## src/rtl/parking_exit_gate.sv

```systemverilog
// Exit gate controller: validates exit tokens, drives the barrier LEDs and status digits,
// and keeps the lot occupancy count shared with the entrance side.
module parking_exit_gate #(
    parameter int CAPACITY    = 9,
    parameter int PAY_TIMEOUT = 15,
    parameter int OPEN_CYCLES = 8
) (
    input  logic       clk,
    input  logic       reset,
    input  logic       car_entered,
    input  logic       sensor_exit_approach,
    input  logic       sensor_exit_clear,
    input  logic       token_valid,
    input  logic [1:0] token_code,
    output logic       GREEN_LED,
    output logic       RED_LED,
    output logic       FULL,
    output logic [3:0] occupancy,
    output logic [6:0] HEX_1,
    output logic [6:0] HEX_2
);

    typedef enum logic [1:0] {
        S_IDLE,
        S_WAIT_TOKEN,
        S_OPEN,
        S_REJECT
    } state_t;

    localparam logic [3:0] CAP_L     = 4'(CAPACITY);
    localparam logic [3:0] PAY_LAST  = 4'(PAY_TIMEOUT - 1);
    localparam logic [3:0] OPEN_LAST = 4'(OPEN_CYCLES - 1);
    localparam logic [6:0] SEG_BLANK = 7'b1111111;

    state_t     r_state;
    state_t     w_state_nxt;
    logic [3:0] r_pay_timer;
    logic [3:0] w_pay_timer_nxt;
    logic [3:0] r_open_timer;
    logic [3:0] w_open_timer_nxt;
    logic [3:0] r_occ;
    logic [3:0] w_occ_nxt;
    logic       r_green;
    logic       r_red;
    logic       r_full;
    logic [6:0] r_hex1;
    logic [6:0] r_hex2;
    logic       w_green_nxt;
    logic       w_red_nxt;
    logic [6:0] w_hex1_nxt;
    logic       w_token_ok;
    logic       w_inc;
    logic       w_dec;

    function automatic logic [6:0] seg_digit(input logic [3:0] d);
        logic [6:0] s;
        case (d)
            4'd0:    s = 7'b1000000;
            4'd1:    s = 7'b1111001;
            4'd2:    s = 7'b0100100;
            4'd3:    s = 7'b0110000;
            4'd4:    s = 7'b0011001;
            4'd5:    s = 7'b0010010;
            4'd6:    s = 7'b0000010;
            4'd7:    s = 7'b1111000;
            4'd8:    s = 7'b0000000;
            4'd9:    s = 7'b0010000;
            default: s = SEG_BLANK;
        endcase
        return s;
    endfunction

    always_comb begin
        w_state_nxt = r_state;
        w_token_ok  = token_valid && (token_code == 2'b11);
        case (r_state)
            S_IDLE: begin
                if (sensor_exit_approach && (r_occ != 4'd0))
                    w_state_nxt = S_WAIT_TOKEN;
            end
            S_WAIT_TOKEN: begin
                // A token in the timeout cycle still wins over the timeout.
                if (token_valid)
                    w_state_nxt = w_token_ok ? S_OPEN : S_REJECT;
                else if (r_pay_timer == PAY_LAST)
                    w_state_nxt = S_REJECT;
                else if (!sensor_exit_approach)
                    w_state_nxt = S_IDLE;
            end
            S_REJECT: begin
                if (w_token_ok)
                    w_state_nxt = S_OPEN;
                else if (!sensor_exit_approach)
                    w_state_nxt = S_IDLE;
            end
            S_OPEN: begin
                if (sensor_exit_clear || (r_open_timer == OPEN_LAST))
                    w_state_nxt = S_IDLE;
            end
            default: w_state_nxt = S_IDLE;
        endcase

        w_pay_timer_nxt  = 4'd0;
        w_open_timer_nxt = 4'd0;
        if ((r_state == S_WAIT_TOKEN) && (w_state_nxt == S_WAIT_TOKEN))
            w_pay_timer_nxt = r_pay_timer + 4'd1;
        if ((r_state == S_OPEN) && (w_state_nxt == S_OPEN))
            w_open_timer_nxt = r_open_timer + 4'd1;

        // Simultaneous admission and exit cancel, even when the lot is full.
        w_inc     = car_entered;
        w_dec     = (r_state == S_OPEN) && sensor_exit_clear && (r_occ != 4'd0);
        w_occ_nxt = r_occ;
        if (w_inc && w_dec)
            w_occ_nxt = r_occ;
        else if (w_inc && (r_occ != CAP_L))
            w_occ_nxt = r_occ + 4'd1;
        else if (w_dec)
            w_occ_nxt = r_occ - 4'd1;

        w_green_nxt = 1'b0;
        w_red_nxt   = 1'b0;
        w_hex1_nxt  = SEG_BLANK;
        case (w_state_nxt)
            S_WAIT_TOKEN: begin
                w_red_nxt  = 1'b1;
                w_hex1_nxt = 7'b0001100;
            end
            S_OPEN: begin
                w_green_nxt = 1'b1;
                w_hex1_nxt  = 7'b1000000;
            end
            S_REJECT: begin
                w_red_nxt  = (r_state == S_REJECT) ? ~r_red : 1'b1;
                w_hex1_nxt = 7'b0000110;
            end
            default: begin
                w_red_nxt  = 1'b0;
                w_hex1_nxt = SEG_BLANK;
            end
        endcase
    end

    always_ff @(posedge clk or posedge reset) begin
        if (reset) begin
            r_state      <= S_IDLE;
            r_pay_timer  <= 4'd0;
            r_open_timer <= 4'd0;
            r_occ        <= 4'd0;
            r_green      <= 1'b0;
            r_red        <= 1'b0;
            r_full       <= 1'b0;
            r_hex1       <= SEG_BLANK;
            r_hex2       <= SEG_BLANK;
        end else begin
            r_state      <= w_state_nxt;
            r_pay_timer  <= w_pay_timer_nxt;
            r_open_timer <= w_open_timer_nxt;
            r_occ        <= w_occ_nxt;
            r_green      <= w_green_nxt;
            r_red        <= w_red_nxt;
            r_full       <= (w_occ_nxt == CAP_L);
            r_hex1       <= w_hex1_nxt;
            r_hex2       <= seg_digit(CAP_L - w_occ_nxt);
        end
    end

    assign GREEN_LED = r_green;
    assign RED_LED   = r_red;
    assign FULL      = r_full;
    assign occupancy = r_occ;
    assign HEX_1     = r_hex1;
    assign HEX_2     = r_hex2;

endmodule

```

## config.mk

```make
export PLATFORM = sky130hd
export DESIGN_NAME = parking_exit_gate
export DESIGN_NICKNAME = d
export VERILOG_FILES = /design/src/rtl/parking_exit_gate.sv
export SDC_FILE = /design/constraint.sdc
export NUM_CORES = 1
export LEC_CHECK = 0
export BUFFER_PORTS_ARGS = -buffer_cell sky130_fd_sc_hd__buf_2
export CORE_MARGIN = 5
export CORE_UTILIZATION = 52
export CTS_BUF_LIST = sky130_fd_sc_hd__clkbuf_4 sky130_fd_sc_hd__clkbuf_8
export DETAILED_ROUTE_END_ITERATION = 12
export HOLD_SLACK_MARGIN = 0.08
export PLACE_DENSITY = 0.82
export RECOVER_POWER = 25
export SYNTH_ARGS = -nofsm -noshare
export SYNTH_HDL_FRONTEND = slang
export SYNTH_SLANG_ARGS = --single-unit
```

## constraint.sdc

```tcl
create_clock -name clk -period 2.7 [get_ports clk]
set_input_delay 0.54 -clock clk [delete_from_list [all_inputs] [get_ports clk]]
set_output_delay 0.54 -clock clk [all_outputs]
set_load 0.01 [all_outputs]
```

# After elaboration in Yosys (flattened, before gate mapping)
# Memory sizes are Yosys's and may differ from the RTL's. A register that Yosys moved wholly into a read port is not among the register bits.
# Cells that the tools add are included.
dict set report word_totals {
  ff_bits 24
  latch_bits 0
  ram_bits 0
  rom_bits 112
  input_bits 8
  out_inout_bits 21
  elab_cells 54
  n_memories 1
}
dict set report classes {
  n_addsub 5
  multipliers 0
  div_mod_pow 0
  n_lt_le_gt_ge 0
  n_eq_ne 11
  shift 0
  mux 17
  bitwise_logic 1
  n_reduce_logical 11
}
# memory words width rd rd_clocked_by_memory_dff write_ports line
set memory_table {}
lappend memory_table {{(name not given)} 16 7 1 1 0 57} ;# case (d)
# cell count
set op_table {}
lappend op_table {{$pmux W7 S3} 1}
lappend op_table {{$mux W4} 5}
lappend op_table {{$add A4 B1 Y4 const B} 3}
lappend op_table {{$mux W2} 6}
lappend op_table {{$eq A2 B2 Y1 const B} 5}
lappend op_table {{$eq A4 B4 Y1 const B} 2}
lappend op_table {{$logic_and A1 B1 Y1} 8}
lappend op_table {{$pmux W2 S4} 1}
lappend op_table {{$eq A2 B1 Y1 const B} 2}
lappend op_table {{$eq A4 B3 Y1 const B} 1}
lappend op_table {{$ne A4 B4 Y1 const B} 1}
lappend op_table {{$reduce_bool A4 Y1} 1}
lappend op_table {{$sub A4 B1 Y4 const B} 1}
lappend op_table {{$sub A4 B4 Y4 const A} 1}
lappend op_table {{$mux W1} 3}
lappend op_table {{$logic_not A2 Y1} 1}
lappend op_table {{$pmux W1 S2} 1}
lappend op_table {{$logic_or A1 B1 Y1} 1}
lappend op_table {{$not A1 Y1} 1}

# Longest topological paths before layout
dict set report depth {
  ltp_word 8
  depth_mapped 13
  ltp_nobuf 13
}

# Worst setup path before layout
# Ideal clock, no wire load.
dict set report synth_timing {
  kind {register to register}
  startpoint {register r_occ[1] (netlist: occupancy[1])}
  endpoint {register r_hex2[4] (netlist: HEX_2[4])}
  setup_ns 0.082
  arrival_ns 2.786
  required_time_ns 2.618
  setup_slack_ns -0.168
  stages_incl_launch_ff 11
  synth_period_minus_slack_ns 2.868
  cell_sequence {dfrtp_1 inv_1 ha_1 or3b_4 and3_4 buf_6 a22oi_1 o221ai_1 ha_1 xnor2_4 mux2_4}
}
dict set report synth_via {
  elab_chain_len 6
  word_cells_on_any_way 11
}
# item line
set synth_rtl {}
lappend synth_rtl {{start, declared} 41} ;# logic [3:0] r_occ;
lappend synth_rtl {{start signal, assigned} 159} ;# r_occ <= w_occ_nxt;
lappend synth_rtl {{branches (longest 4 deep; another with $sub A4 B1 Y4)} -}
lappend synth_rtl {{$mux W4 *} 114} ;# if (w_inc && w_dec)
lappend synth_rtl {{$sub A4 B4 Y4 *} 164} ;# r_hex2 <= seg_digit(CAP_L - w_occ_nxt);
lappend synth_rtl {{end, declared} 47} ;# logic [6:0] r_hex2;
# Every way passes the cells marked *.

# Worst setup path after layout
dict set report layout_timing {
  startpoint {register r_occ[1] (netlist: occupancy[1])}
  endpoint {register r_hex2[3] (netlist: HEX_2[3])}
}
# Same word-level chain as after synthesis.

==> metrics.cfg <==
[sta]
fin_ws_ps = 65.1
finalCritPeriodShare = 0.976
relSlewSlack = 0.443
setup_tns_ps = 0
finalHoldWorstSlack_ps = 199
tightest_slew_ps = 835
slew_violations = 0
timing.final.crit_period_ps = 2630
clock-skew-final_ps = 9.18
max_freq_ghz = 0.380
finalHoldViolations = 0
finalSetupViolations = 0

[final_layout]
regArea_um2 = 743
nets = 206
drive_gt1_frac = 0.451
utilization = 0.666
area_delta_synth_final_pct = 25.4
nFillCells = 218
diodes = 0
layout.cells.non_filler = 215
multi_input_area_um2 = 867
design_area_um2 = 2000

[cts]
clock_path_buffers = 2
ctsHoldBuffers = 0
cts.sinks = 29
cts_tree = yes
cts_max_level = 2
clk_latency_ps = 330
cts_made_buffers = 5
cts_root_buf = clkbuf_4
clk_pin_slew_ps = 100

[grt]
grt_pass1_vias = 1166
antenna_found_initial = 0
grt_overflow = 0
grt_pass1_wl_um = 5030
grt_usage = 0.159
grt_max_degree = 18

[floorplanning]
start_util = 0.531
die_w_um = 65.4
coreArea_um2 = 3000
die_y_um = 65.4
pin_count = 29
num_rows = 20
die-area_um2 = 4270

[worst_setup_path]
path_class = reg -> reg
end_kind = flip-flop
critPathLaunchType = flip-flop
timing.rr.end = HEX_2[3]
cp_max_fo = 5
reg2reg_depth = 11
cp.arrival_ps = 2900
cp_data_required_time_ps = 2960
r2r_slack_ps = 70
r2r-start = occupancy[1]

[synthesis]
yosys_register_bits = 29
synth_top_area_cell = dfrtp_1
syn_avg_cell_area_um2 = 11.3
synth_warnings = 0
yosysTopAreaCellShare = 0.267
synth_fp_nets = 166
ys_seq_area_frac = 0.465
yosys-top-cells-area = dfrtp_1, dfstp_2, ha_1
synth_cells = 141
syn_area_um2 = 1590
synth.distinct_cells = 39

[placed_design]
place.gp.congestion = 0.930
place_hpwl_um = 2390
placed_cells = 205
port_buffers = 28
pre_cts_ws_ps = 46.0
placed_cell_area_um2 = 1880

[min_path]
hold_path_class = in -> async

[drt]
vias_per_cell = 5.39
drt_wl_total_um = 3120
vias = 1159
drt_iter0_drc = 33
dr_wl_met3_um = 117
wl_met2_um = 1770
maxUsedRoutingLayer = met4
drt_first_pass_iters = 4
drtAntennaViolNets = 0
wl_per_cell_um = 14.5
drc = 0
met1_length_um = 1140

[pwr]
total_power_mw = 3.14
powerDensity_nw_per_um2 = 1570
power_leakage_nw = 0.960
ir_drop_uv = 968

[run]
drv_cap = 0

[outcome]
status = completed

area by class of cell:
class,count,area share
inverter,16,0.0313
tap,33,0.0207
clock inverter,2,0.0188
sequential,29,0.372
multi-input combinational,93,0.434
clock buffer,6,0.0257
timing repair buffer,36,0.0982
power breakdown:
| group | internal, mW | total [mW] | switching (mW) |
|---|---|---|---|
| Sequential | 0.685 | 0.777 | 0.0917 |
| Clock | 0.220 | 0.374 | 0.154 |
| Combinational | 0.960 | 1.99 | 1.03 |
| Total | 1.87 | 3.14 | 1.28 |
metal layers:
layer / track usage / up-vias
met2: 0.297 / 26
met4: 0.0881 / 0
met3: 0.0444 / 12
met5: 0 / -
met1: 0.156 / 571
li1: - / 550
synthesized netlist by cell type (all sizes together):
library cell / count
mux2: 2
a22oi: 3
a21oi: 6
nand3b: 2
o21ai: 2
nor2: 12
a21boi: 1
nand3: 4
nand4: 1
or3b: 1
mux2i: 7
or3: 1
o221ai: 1
nor2b: 2
ha: 17
a211o: 1
xnor2: 5
nor3: 1
dfrtp: 17
nand2b: 1
a31oi: 1
or2: 1
o41ai: 1
a2bb2oi: 1
dfstp: 12
nand2: 8
and2b: 1
xor2: 3
and4: 1
nor3b: 2
and3: 3
a31o: 1
inv: 16
buf: 3
repair_timing:
action	4_1_cts	5_1_grt
setup endpoints to repair	0	7
gates resized for setup	0	4
buffers inserted	0	2
hold endpoints to repair	0	0
cells by family (layout without fill, tap and decap cells):
family,Yosys count,after routing,share of synthesized area
buffers and inverters,19,60,0.0542
muxes,9,9,0.0628
AOI/OAI and AO/OA,18,18,0.0871
DFF,29,29,0.465
adders and majority gates,17,17,0.133
and+or+nand+nor,41,41,0.142
xor gates and xnor gates,8,8,0.0557
worst max path at each step:
| stage | slack [ps] | end | depth (start not counted) | start |
|---|---|---|---|---|
| after CTS | 20 | HEX_2[4] | 11 | occupancy[0] |
| final | 70 | HEX_2[3] | 11 | occupancy[1] |
| after global placement | 110 | HEX_2[4] | 10 | occupancy[1] |
| after global routing | -40 | HEX_2[3] | 11 | occupancy[1] |
| after detailed placement | 50 | HEX_2[4] | 11 | occupancy[0] |
| after floorplan | 20 | HEX_2[4] | 12 | occupancy[0] |
state kept, by name, summed over array words and instances (netlist names):
| signal | cells |
|---|---|
| occupancy | 4 |
| r_pay_timer | 4 |
| HEX_2 | 7 |
| RED_LED | 1 |
| GREEN_LED | 1 |
| FULL | 1 |
| r_open_timer | 4 |
| r_state | 2 |
| HEX_1 | 5 |
cell usage in the layout (no fill, tap or decap), types with 2 or more instances in the layout:
cell,netlist,layout
a21oi_1,6,6
a22oi_2,0,2
buf_2,0,28
buf_4,2,7
clkbuf_4,0,5
dfrtp_1,17,15
dfrtp_2,0,2
dfstp_2,12,12
ha_1,17,14
ha_4,0,2
inv_1,16,13
inv_2,0,2
mux2_4,2,2
mux2i_1,7,7
nand2_1,8,8
nand3_1,4,4
nor2_1,12,11
nor2b_1,2,2
nor3b_1,2,2
xnor2_1,4,2
xnor2_4,1,3
xor2_1,3,3
critical path, stage by stage (launching register included):
cell and delay [ps]:
dfrtp_2 430, inv_4 80, ha_4 120, or3b_4 390
and3_4 210, a22oi_2 230, nor2_4 80, xnor2_4 240
ha_2 270, xnor2_4 160, buf_4 170, mux2i_1 190
(Power assumes the default switching activity.)
